`config.mk`:
```
export PLATFORM = sky130hd
export DESIGN_NAME = pc_sequencer_flat
export DESIGN_NICKNAME = d
export VERILOG_FILES = /design/src/rtl/pc_seq_if.sv /design/src/rtl/pc_sequencer.sv /design/src/flat_wrapper.sv
export SDC_FILE = /design/constraint.sdc
export NUM_CORES = 1
export LEC_CHECK = 0
export BUFFER_PORTS_ARGS = -buffer_cell sky130_fd_sc_hd__buf_2
export CAP_MARGIN = 30
export CELL_PAD_IN_SITES_DETAIL_PLACEMENT = 1
export CELL_PAD_IN_SITES_GLOBAL_PLACEMENT = 1
export CORE_MARGIN = 2
export CORE_UTILIZATION = 38
export DETAILED_ROUTE_END_ITERATION = 6
export PLACE_DENSITY_LB_ADDON = 0.2
export SLEW_MARGIN = 40
export SYNTH_ARGS = -nofsm -noshare
export SYNTH_HDL_FRONTEND = slang
export SYNTH_SLANG_ARGS = --single-unit
```
`constraint.sdc`:
```
create_clock -name clk -period 4.39 [get_ports clk]
set_input_delay 0.439 -clock clk [delete_from_list [all_inputs] [get_ports clk]]
set_output_delay 0.439 -clock clk [all_outputs]
set_load 0.05 [all_outputs]
```
`src/rtl/pc_seq_if.sv`:
```
// Decode-to-fetch control bundle for the PC sequencer: jump/branch/trap requests in,
// fetch address and downstream strobes out.
interface pc_seq_if;
    logic        stall;
    logic        jump_valid;
    logic [25:0] jump_index;
    logic        jump_link;
    logic        jr_valid;
    logic [31:0] jr_target;
    logic        branch_taken;
    logic [15:0] branch_offset;
    logic        exception;
    logic        halt;
    logic [31:0] pc;
    logic [31:0] pc_plus4;
    logic [31:0] link_addr;
    logic        link_we;
    logic        flush;
    logic        fetch_valid;
    logic        misaligned;
    logic [1:0]  state_dbg;

    // Requests are single-cycle qualifiers sampled on every rising edge. There is no
    // ready/backpressure: a request the sequencer does not honour that cycle is dropped.
    modport master (
        output stall, jump_valid, jump_index, jump_link, jr_valid, jr_target,
               branch_taken, branch_offset, exception, halt,
        input  pc, pc_plus4, link_addr, link_we, flush, fetch_valid, misaligned, state_dbg
    );

    modport slave (
        input  stall, jump_valid, jump_index, jump_link, jr_valid, jr_target,
               branch_taken, branch_offset, exception, halt,
        output pc, pc_plus4, link_addr, link_we, flush, fetch_valid, misaligned, state_dbg
    );
endinterface

```
`src/rtl/pc_sequencer.sv`:
```
// Fetch PC owner for the MIPS core: sequential fetch, J/JAL/JR/branch redirects,
// stall, halt and exception handling with a post-redirect fetch bubble.
module pc_sequencer #(
    parameter logic [31:0] RESET_VECTOR     = 32'h0000_0000,
    parameter logic [31:0] EXC_VECTOR       = 32'h0000_0080,
    parameter int unsigned REDIRECT_BUBBLES = 1
) (
    input logic     clk,
    input logic     rst_n,
    pc_seq_if.slave bus
);
    typedef enum logic [1:0] {
        RUN    = 2'd0,
        BUBBLE = 2'd1,
        HALTED = 2'd2
    } state_t;

    localparam logic [1:0] BUBBLE_INIT = 2'(REDIRECT_BUBBLES - 1);

    state_t      state_q, state_d;
    logic [31:0] pc_q, pc_d;
    logic [31:0] link_q, link_d;
    logic [1:0]  cnt_q, cnt_d;
    logic        flush_q, flush_d;
    logic        link_we_q, link_we_d;
    logic        mis_q, mis_d;
    logic [31:0] pc_plus4;
    logic [31:0] jump_tgt;
    logic [31:0] branch_tgt;
    logic        redirect;
    logic [31:0] redirect_tgt;

    assign pc_plus4   = pc_q + 32'd4;
    // J/JAL region comes from pc+4 so a jump in the last slot of a 256MB region lands in the next.
    assign jump_tgt   = {pc_plus4[31:28], bus.jump_index, 2'b00};
    assign branch_tgt = pc_plus4 + {{14{bus.branch_offset[15]}}, bus.branch_offset, 2'b00};

    always_comb begin
        state_d      = state_q;
        pc_d         = pc_q;
        cnt_d        = cnt_q;
        link_d       = link_q;
        flush_d      = 1'b0;
        link_we_d    = 1'b0;
        mis_d        = 1'b0;
        redirect     = 1'b0;
        redirect_tgt = EXC_VECTOR;
        if (bus.exception) begin
            redirect = 1'b1;
        end else begin
            case (state_q)
                RUN: begin
                    if (!bus.stall) begin
                        if (bus.jr_valid) begin
                            redirect = 1'b1;
                            if (bus.jr_target[1:0] != 2'b00) mis_d = 1'b1;
                            else redirect_tgt = bus.jr_target;
                        end else if (bus.jump_valid) begin
                            redirect     = 1'b1;
                            redirect_tgt = jump_tgt;
                            if (bus.jump_link) begin
                                link_we_d = 1'b1;
                                link_d    = pc_plus4;
                            end
                        end else if (bus.branch_taken) begin
                            redirect     = 1'b1;
                            redirect_tgt = branch_tgt;
                        end else if (bus.halt) begin
                            state_d = HALTED;
                        end else begin
                            pc_d = pc_plus4;
                        end
                    end
                end
                BUBBLE: begin
                    // pc stays on the target; the first valid fetch is the target itself.
                    if (cnt_q == 2'd0) state_d = RUN;
                    else cnt_d = cnt_q - 2'd1;
                end
                HALTED:  state_d = HALTED;
                default: state_d = RUN;
            endcase
        end
        if (redirect) begin
            pc_d    = redirect_tgt;
            state_d = BUBBLE;
            cnt_d   = BUBBLE_INIT;
            flush_d = 1'b1;
        end
    end

    always_ff @(posedge clk or negedge rst_n) begin
        if (!rst_n) begin
            state_q   <= RUN;
            pc_q      <= RESET_VECTOR;
            cnt_q     <= 2'd0;
            link_q    <= 32'd0;
            flush_q   <= 1'b0;
            link_we_q <= 1'b0;
            mis_q     <= 1'b0;
        end else begin
            state_q   <= state_d;
            pc_q      <= pc_d;
            cnt_q     <= cnt_d;
            link_q    <= link_d;
            flush_q   <= flush_d;
            link_we_q <= link_we_d;
            mis_q     <= mis_d;
        end
    end

    assign bus.pc          = pc_q;
    assign bus.pc_plus4    = pc_plus4;
    assign bus.link_addr   = link_q;
    assign bus.link_we     = link_we_q;
    assign bus.flush       = flush_q;
    assign bus.fetch_valid = (state_q == RUN);
    assign bus.misaligned  = mis_q;
    assign bus.state_dbg   = state_q;
endmodule

```
`src/flat_wrapper.sv`:
```
// flat-port wrapper written by rule: the top's interface ports become plain ports
module pc_sequencer_flat 
#(
    parameter logic [31:0] RESET_VECTOR     = 32'h0000_0000,
    parameter logic [31:0] EXC_VECTOR       = 32'h0000_0080,
    parameter int unsigned REDIRECT_BUBBLES = 1
)
  (clk, rst_n, bus_stall, bus_jump_valid, bus_jump_index, bus_jump_link, bus_jr_valid, bus_jr_target, bus_branch_taken, bus_branch_offset, bus_exception, bus_halt, bus_pc, bus_pc_plus4, bus_link_addr, bus_link_we, bus_flush, bus_fetch_valid, bus_misaligned, bus_state_dbg);
  pc_seq_if bus_i ();
  input logic clk;
  input logic rst_n;
  input wire logic [$bits(bus_i.stall)-1:0] bus_stall;
  input wire logic [$bits(bus_i.jump_valid)-1:0] bus_jump_valid;
  input wire logic [$bits(bus_i.jump_index)-1:0] bus_jump_index;
  input wire logic [$bits(bus_i.jump_link)-1:0] bus_jump_link;
  input wire logic [$bits(bus_i.jr_valid)-1:0] bus_jr_valid;
  input wire logic [$bits(bus_i.jr_target)-1:0] bus_jr_target;
  input wire logic [$bits(bus_i.branch_taken)-1:0] bus_branch_taken;
  input wire logic [$bits(bus_i.branch_offset)-1:0] bus_branch_offset;
  input wire logic [$bits(bus_i.exception)-1:0] bus_exception;
  input wire logic [$bits(bus_i.halt)-1:0] bus_halt;
  output wire logic [$bits(bus_i.pc)-1:0] bus_pc;
  output wire logic [$bits(bus_i.pc_plus4)-1:0] bus_pc_plus4;
  output wire logic [$bits(bus_i.link_addr)-1:0] bus_link_addr;
  output wire logic [$bits(bus_i.link_we)-1:0] bus_link_we;
  output wire logic [$bits(bus_i.flush)-1:0] bus_flush;
  output wire logic [$bits(bus_i.fetch_valid)-1:0] bus_fetch_valid;
  output wire logic [$bits(bus_i.misaligned)-1:0] bus_misaligned;
  output wire logic [$bits(bus_i.state_dbg)-1:0] bus_state_dbg;
  assign bus_i.stall = bus_stall;
  assign bus_i.jump_valid = bus_jump_valid;
  assign bus_i.jump_index = bus_jump_index;
  assign bus_i.jump_link = bus_jump_link;
  assign bus_i.jr_valid = bus_jr_valid;
  assign bus_i.jr_target = bus_jr_target;
  assign bus_i.branch_taken = bus_branch_taken;
  assign bus_i.branch_offset = bus_branch_offset;
  assign bus_i.exception = bus_exception;
  assign bus_i.halt = bus_halt;
  assign bus_pc = bus_i.pc;
  assign bus_pc_plus4 = bus_i.pc_plus4;
  assign bus_link_addr = bus_i.link_addr;
  assign bus_link_we = bus_i.link_we;
  assign bus_flush = bus_i.flush;
  assign bus_fetch_valid = bus_i.fetch_valid;
  assign bus_misaligned = bus_i.misaligned;
  assign bus_state_dbg = bus_i.state_dbg;
  pc_sequencer #(.RESET_VECTOR(RESET_VECTOR), .EXC_VECTOR(EXC_VECTOR), .REDIRECT_BUBBLES(REDIRECT_BUBBLES)) u_core (.clk(clk), .rst_n(rst_n), .bus(bus_i));
endmodule
```
==> out/metrics.yaml, run 1 <==
status: "complete, no violations"
ir_drop_mv: 0.207
slew_viol_final: 0
cts_tree: "built"
viasPerCell: 5.87
setup_viol_count_final: 0
finalCritPeriodShare: 0.952
drt_iter0_markers: 391
stdcell_count: 1120
finalCriticalPeriod_ns: 4.18
clock_skew_ns: 0.00519
place_inst: 1100
syn-cell-area_um2: 5980
grt_use_total: 0.294
remaining_drc_errors: 0
met2_usage: 0.493
grt-busiest-layer: "met2"
num_vias: 6576
ys_async_sr_fraction: 1.00
num_rows: 45
die_area_um2: 16800
gr-usage-met1: 0.390
gp_congestion: 0.902
grt_use_met3: 0.0524
drive_gt1_frac: 0.314
dp_hpwl_um: 18200
cp-start-kind: "flip-flop"
core_area_um2: 15300
syn_inst: 727
power_w: 0.00295
htreeDepth: 3
crit_required_ns: 4.63
dr.pass1.iters: 4
die_width_um: 129
grt_overflow: 0
nets: 1022
layout_common_cells: "183 x buf_2, 80 x a21oi_1, 74 x nor2_1, 69 x dfrtp_1, 49 x nand2_1"
cap_violations: 0
syn2layout_area_growth_pct: 28.2
wl_um: 24500
ys_seq_area_frac: 0.297
p_per_area_nw_per_um2: 385
crit_arrival_ns: 4.41
hp-class: "primary input to async pin"
yosys_warnings: 0
ys.flop_type: "dfrtp_1"
num_io_pins: 185
grt_max_degree: 72
synth_nets: 846
port_buffers: 184
antenna_left: 0
postCtsHoldBufs: 0
worstSkewPairLatency_ns: 0.35
clk_pin_slew_worst_paths_ns: 0.06
cts_buffer_depth: 2
yosysUniqueCellTypes: 78
p_leak_nw: 3.85
grt_first_pass_wirelength_um: 37700
crit_fanout: 6
fin_util: 0.501
grt_pass1_vias: 6822
hold_viol: 0
end_kind: "flip-flop"
relSlewSlack: 0.454
cts_inserted_buffers: 9
routedWlPerCell_um: 21.9
ys_seq_elements: 71
cts.sinks: 71
start_util: 0.391
final_common_cell: "buf_2"
crit_type: "flip-flop to flip-flop"
die_y_um: 129
max_freq_mhz: 239
avgSynthCellArea_um2: 8.23
grt_antenna_before_repair: 2
cts-root-buf: "clkbuf_16"
synth-edff-count: 0
worstMarginPinSlew_ns: 0.818
per-layer routing:
layer | up-vias | wire (µm)
met3 | 29 | 1520
li1 | 3045 | -
met5 | - | 13
met2 | 231 | 11700
met4 | 2 | 398
met1 | 3269 | 10800
worst max-delay path, stage by stage, from the launching register on:
cell and delay [ns]:
dfrtp_2 0.40, ha_2 0.26, nand4_1 0.23, nor2_4 0.25, buf_4 0.18, nand3_1 0.14, xor2_2 0.27, inv_1 0.09
ha_1 0.35, o21a_1 0.20, nor2_1 0.18, nor2_1 0.10, a2bb2oi_1 0.37, o21ai_0 0.22, o21ai_0 0.28, buf_4 0.17
mux2i_1 0.07, a221o_1 0.31
per-stage QoR:
step	setup WS [ns]	area, µm²	hold slack [ns]	setup TNS (ns)
2_1_floorplan	-0.0200	6080	0.143	-0.0319
3_3_place_gp	0.280	7250	0.484	0
3_5_place_dp	0.0586	7260	0.495	0
4_1_cts	0.0282	7600	0.152	0
5_1_grt	-0.00745	7670	0.166	-0.00745
6_report	0.210	7670	0.118	0
Yosys cell counts, drive strengths merged (5+ instances only):
library cell | number | area [µm²]
xnor2 | 32 | 288
a21oi | 80 | 400
nor2 | 77 | 289
nand2b | 6 | 37.5
inv | 23 | 86.3
nand3 | 27 | 140
nand4 | 9 | 56.3
buf | 11 | 60.1
and2 | 6 | 37.5
xor2 | 17 | 149
a221oi | 8 | 70.1
o211ai | 5 | 37.5
nand2 | 52 | 205
a211o | 6 | 52.6
nor3 | 17 | 96.4
o22ai | 6 | 37.5
a21o | 16 | 120
o22a | 8 | 70.1
ha | 35 | 438
o21ai | 38 | 190
or3 | 7 | 43.8
dfrtp | 71 | 1780
clkbuf | 31 | 116
o21a | 12 | 90.1
mux2 | 21 | 236
a211oi | 10 | 80.1
a31oi | 20 | 125
and3 | 9 | 57.6
or2 | 6 | 37.5
nor2b | 6 | 37.5
area by class of cell:
| class | count | area, µm² |
|---|---|---|
| fill | 1920 | 7640 |
| multi-input combinational | 591 | 4100 |
| sequential | 71 | 1780 |
| timing repair buffer | 207 | 1100 |
| tap | 211 | 264 |
| clock buffer | 11 | 233 |
| clock inverter | 5 | 106 |
| inverter | 23 | 86.3 |
| antenna | 1 | 2.50 |
logic make-up (layout without fill, tap and decap cells):
kind of cell / after synthesis / count (layout) / synth area share
mux: 23 / 23 / 0.0429
other cells: 0 / 1 / 0
fa+ha+maj: 36 / 36 / 0.0766
compound gates: 247 / 247 / 0.270
xor+xnor: 49 / 49 / 0.0730
buf+inv: 65 / 246 / 0.0439
flops: 71 / 71 / 0.297
simple gates: 236 / 236 / 0.197
power breakdown:
group          switching (W)  internal [W]  total [W]
Combinational       0.000891      0.000364    0.00125
Sequential         0.0000797      0.000741   0.000821
Clock               0.000320      0.000557   0.000877
Total                0.00129       0.00166    0.00295
timing repair:
action	CTS	global route
gates resized for setup	0	9
endpoints found under the hold margin	0	0
setup buffers	0	3
endpoints found under the setup margin	0	8
path summary, 6_finish.rpt:
kind / end / cells after the start / slack (ns) / startpoint
min in group clk: u_core.bus.pc[27]$_DFFE_PN0P_ / 3 / 0.38 / bus_jump_index[25]
hold / removal: u_core.bus.link_we$_DFF_PN0_ / 1 / 0.12 / rst_n
setup reg to reg: u_core.bus.pc[30]$_DFFE_PN0P_ / 17 / 0.21 / u_core.bus.pc[2]$_DFFE_PN0P_
hold reg to reg: u_core.bus.link_addr[22]$_DFFE_PN0P_ / 1 / 0.50 / u_core.bus.link_addr[22]$_DFFE_PN0P_
setup / recovery: u_core.bus.pc[30]$_DFFE_PN0P_ / 17 / 0.21 / u_core.bus.pc[2]$_DFFE_PN0P_
max in group asynchronous: u_core.bus.pc[4]$_DFFE_PN0P_ / 1 / 3.71 / rst_n
state kept, by name, indices dropped and copies added (netlist names):
register,count
u_core.bus.link_addr,32
u_core.bus.pc,32
u_core.bus.state_dbg,2
u_core.cnt_q,2
u_core.bus.flush,1
u_core.bus.link_we,1
u_core.bus.misaligned,1
Power figures use the tool's default switching activity.
==> inputs of run 2 (changes only) <==
--- a/config.mk
+++ b/config.mk
@@ -10,7 +10,7 @@
 export CELL_PAD_IN_SITES_DETAIL_PLACEMENT = 1
 export CELL_PAD_IN_SITES_GLOBAL_PLACEMENT = 1
 export CORE_MARGIN = 2
-export CORE_UTILIZATION = 38
+export CORE_UTILIZATION = 41
 export DETAILED_ROUTE_END_ITERATION = 6
 export PLACE_DENSITY_LB_ADDON = 0.2
 export SLEW_MARGIN = 40
==> constraint.sdc (replaced) <==
create_clock -name clk -period 5.06 [get_ports clk]
set_input_delay 0.506 -clock clk [delete_from_list [all_inputs] [get_ports clk]]
set_output_delay 0.506 -clock clk [all_outputs]
set_load 0.05 [all_outputs]
==> out/metrics.yaml, run 2 (synthesized netlist as in run 1, its figures left out) <==
slowest_delay_ns: 0.45  # was 0.40 ns
die_area_um2: 15600  # was 16800 µm²
wl_um: 24000  # was 24500 µm
viasPerCell: 6.06  # was 5.87
tns_ns: 0  # unchanged
r2r-end: "u_core.bus.pc[21]$_DFFE_PN0P_"  # was u_core.bus.pc[30]$_DFFE_PN0P_
final_common_cell: "buf_2"  # unchanged
crit_slowest_cell: "o41a_1"  # was dfrtp_2
die_width_um: 125  # was 129 µm
cts-root-buf: "clkbuf_16"  # unchanged
dp_hpwl_um: 17600  # was 18200 µm
remaining_drc_errors: 0  # unchanged
grt_antenna_before_repair: 2  # unchanged
path_cells: "ha_1, nand4_1, nor2_1, buf_4, nand4_1, xor2_1, inv_1, ha_1, a21oi_1, o21ai_0, a21o_1, o211a_1, o41a_1, or2_0, a311oi_1, o22a_1"  # was ha_2, nand4_1, nor2_4, buf_4, nand3_1, xor2_2, inv_1, ha_1, o21a_1, nor2_1, nor2_1, a2bb2oi_1, o21ai_0, o21ai_0, buf_4, mux2i_1, a221o_1
p_leak_nw: 3.72  # was 3.85 nW
num_vias: 6553  # was 6576
slew_viol_final: 0  # unchanged
crit_required_ns: 5.34  # was 4.63 ns
rsz0062_at_grt: "false"
grt_pass1_vias: 6786  # was 6822
start_util: 0.416  # was 0.391
relSlewSlack: 0.426  # was 0.454
port_buffers: 184  # unchanged
worstMarginPinSlew_ns: 0.860  # was 0.818 ns
internal-power_w: 0.00128  # was 0.00166 W
cts_inserted_buffers: 9  # unchanged
die_y_um: 125  # was 129 µm
rr_startpoint: "u_core.bus.pc[2]$_DFFE_PN0P_"  # unchanged
crit_fanout: 10  # was 6
finalCriticalPeriod_ns: 4.35  # was 4.18 ns
drt_iter0_markers: 387  # was 391
crit_type: "flip-flop to flip-flop"  # unchanged
hp-class: "primary input to async pin"  # unchanged
cp-start-kind: "flip-flop"  # unchanged
antenna_left: 0  # unchanged
syn2layout_area_growth_pct: 22.6  # was 28.2%
grt_overflow: 0  # unchanged
ir_drop_mv: 0.192  # was 0.207 mV
final.fill_count: 1831  # was 1920
reg2regPathDepth: 16  # was 17
status: "complete, no violations"  # unchanged
postCtsHoldBufs: 0  # unchanged
multi_input_area_um2: 3960  # was 4100 µm²
drive_gt1_frac: 0.282  # was 0.314
grt_use_total: 0.306  # was 0.294
grt_first_pass_wirelength_um: 37800  # was 37700 µm
clock_skew_ns: 0.00513  # was 0.00519 ns
post_cts_buffers: 0  # unchanged
end_kind: "flip-flop"  # unchanged
worstSkewPairLatency_ns: 0.35  # about the same
cap_violations: 0  # unchanged
crit_arrival_ns: 4.63  # was 4.41 ns
r2r_slack_ns: 0.71  # was 0.21 ns
cts_tree: "built"  # unchanged
setup_viol_count_final: 0  # unchanged
swShare: 0.462  # was 0.437
register_area_um2: 1780  # about the same
cts_buffer_depth: 2  # unchanged
hold_viol: 0  # unchanged
p_per_area_nw_per_um2: 325  # was 385 nW/µm²
num_rows: 44  # was 45
power_w: 0.00238  # was 0.00295 W
layout_common_cells: "183 x buf_2, 80 x a21oi_1, 75 x nor2_1, 71 x dfrtp_1, 50 x nand2_1"  # was 183 x buf_2, 80 x a21oi_1, 74 x nor2_1, 69 x dfrtp_1, 49 x nand2_1
clk_pin_slew_worst_paths_ns: 0.06  # about the same
pwr-share-comb: 0.451  # was 0.425
htreeDepth: 3  # unchanged
power_frac_seq: 0.298  # was 0.278
pwr-share-clk: 0.251  # was 0.297
core_area_um2: 14400  # was 15300 µm²
finalCritPeriodShare: 0.859  # was 0.952
grt_max_degree: 72  # unchanged
gp_congestion: 0.917  # was 0.902
cts.sinks: 71  # unchanged
num_io_pins: 185  # unchanged
routedWlPerCell_um: 22.2  # was 21.9 µm
nets: 1012  # was 1022
switchingPower_w: 0.00110  # was 0.00129 W
crit_start: "u_core.bus.pc[2]$_DFFE_PN0P_"  # unchanged
ctsResizeCount: 0  # unchanged
dr.pass1.iters: 4  # unchanged
max_freq_mhz: 230  # was 239 MHz
==> run 2: changes by cell type in the layout (fill, tap and decap cells not counted), sizes merged <==
cell	before	now
buf	207	197
bufinv	3	0
clkbuf	11	12
clkinv	1	2
==> run 2: worst max-delay path by stage <==
stage                                         end  slack, ns  depth (start not counted)
floorplan           u_core.bus.pc[31]$_DFFE_PN0P_       0.11                         15
global placement    u_core.bus.pc[31]$_DFFE_PN0P_       1.01                         13
detailed placement  u_core.bus.pc[31]$_DFFE_PN0P_       0.82                         17
CTS                 u_core.bus.pc[21]$_DFFE_PN0P_       0.77                         16
global route        u_core.bus.pc[31]$_DFFE_PN0P_       0.41                         17
finish              u_core.bus.pc[21]$_DFFE_PN0P_       0.71                         16
==> run 2: per-stage QoR <==
| stage | hold slack, ns | std cells | cell area (µm²) | setup WS (ns) | util |
|---|---|---|---|---|---|
| after floorplan | 0.210 | 727 | 5980 | 0.109 | - |
| after global placement | 0.485 | 1066 | 7060 | 1.01 | 0.492 |
| after detailed placement | 0.490 | 1066 | 7070 | 0.823 | 0.492 |
| after CTS | 0.238 | 1081 | 7330 | 0.773 | 0.510 |
| after global routing | 0.242 | 1081 | 7330 | 0.413 | 0.510 |
| final | 0.188 | 1082 | 7330 | 0.713 | 0.510 |
==> run 2: critical path: cells and delay by family, from the launching register on <==
family                   cells  cell delay [ns]
XOR/XNOR                     1             0.28
adder cells (fa/ha/maj)      2             0.68
buffers and inverters        2             0.30
AND/OR/NAND/NOR              4             0.79
flip-flops                   1             0.43
AO/OA/AOI/OAI                7             1.80
==> run 2: routing by layer <==
layer	share of wire	GRT usage
met1	0.44	0.407
met2	0.47	0.508
met3	0.063	0.0477
met4	0.023	0.0985
met5	0.00054	0
==> run 2: power groups by stage <==
| stage | Combinational [W] | Clock (W) | Sequential [W] |
|---|---|---|---|
| floorplan | 0.000504 | 0 | 0.000964 |
| global placement | 0.00104 | 0 | 0.000713 |
| detailed placement | 0.00106 | 0 | 0.000720 |
| CTS | 0.00107 | 0.000610 | 0.000710 |
| global route | 0.00114 | 0.000628 | 0.000722 |
| finish | 0.00107 | 0.000597 | 0.000710 |
==> run 2: final cells by class <==
type,count,area share
multi-input cells,591,0.539
flip-flops and latches,71,0.242
repair buffers,197,0.140
clock buffers,12,0.0322
well taps,184,0.0314
inverters,23,0.0118
clock inverters,3,0.00290
diodes,1,0.000341
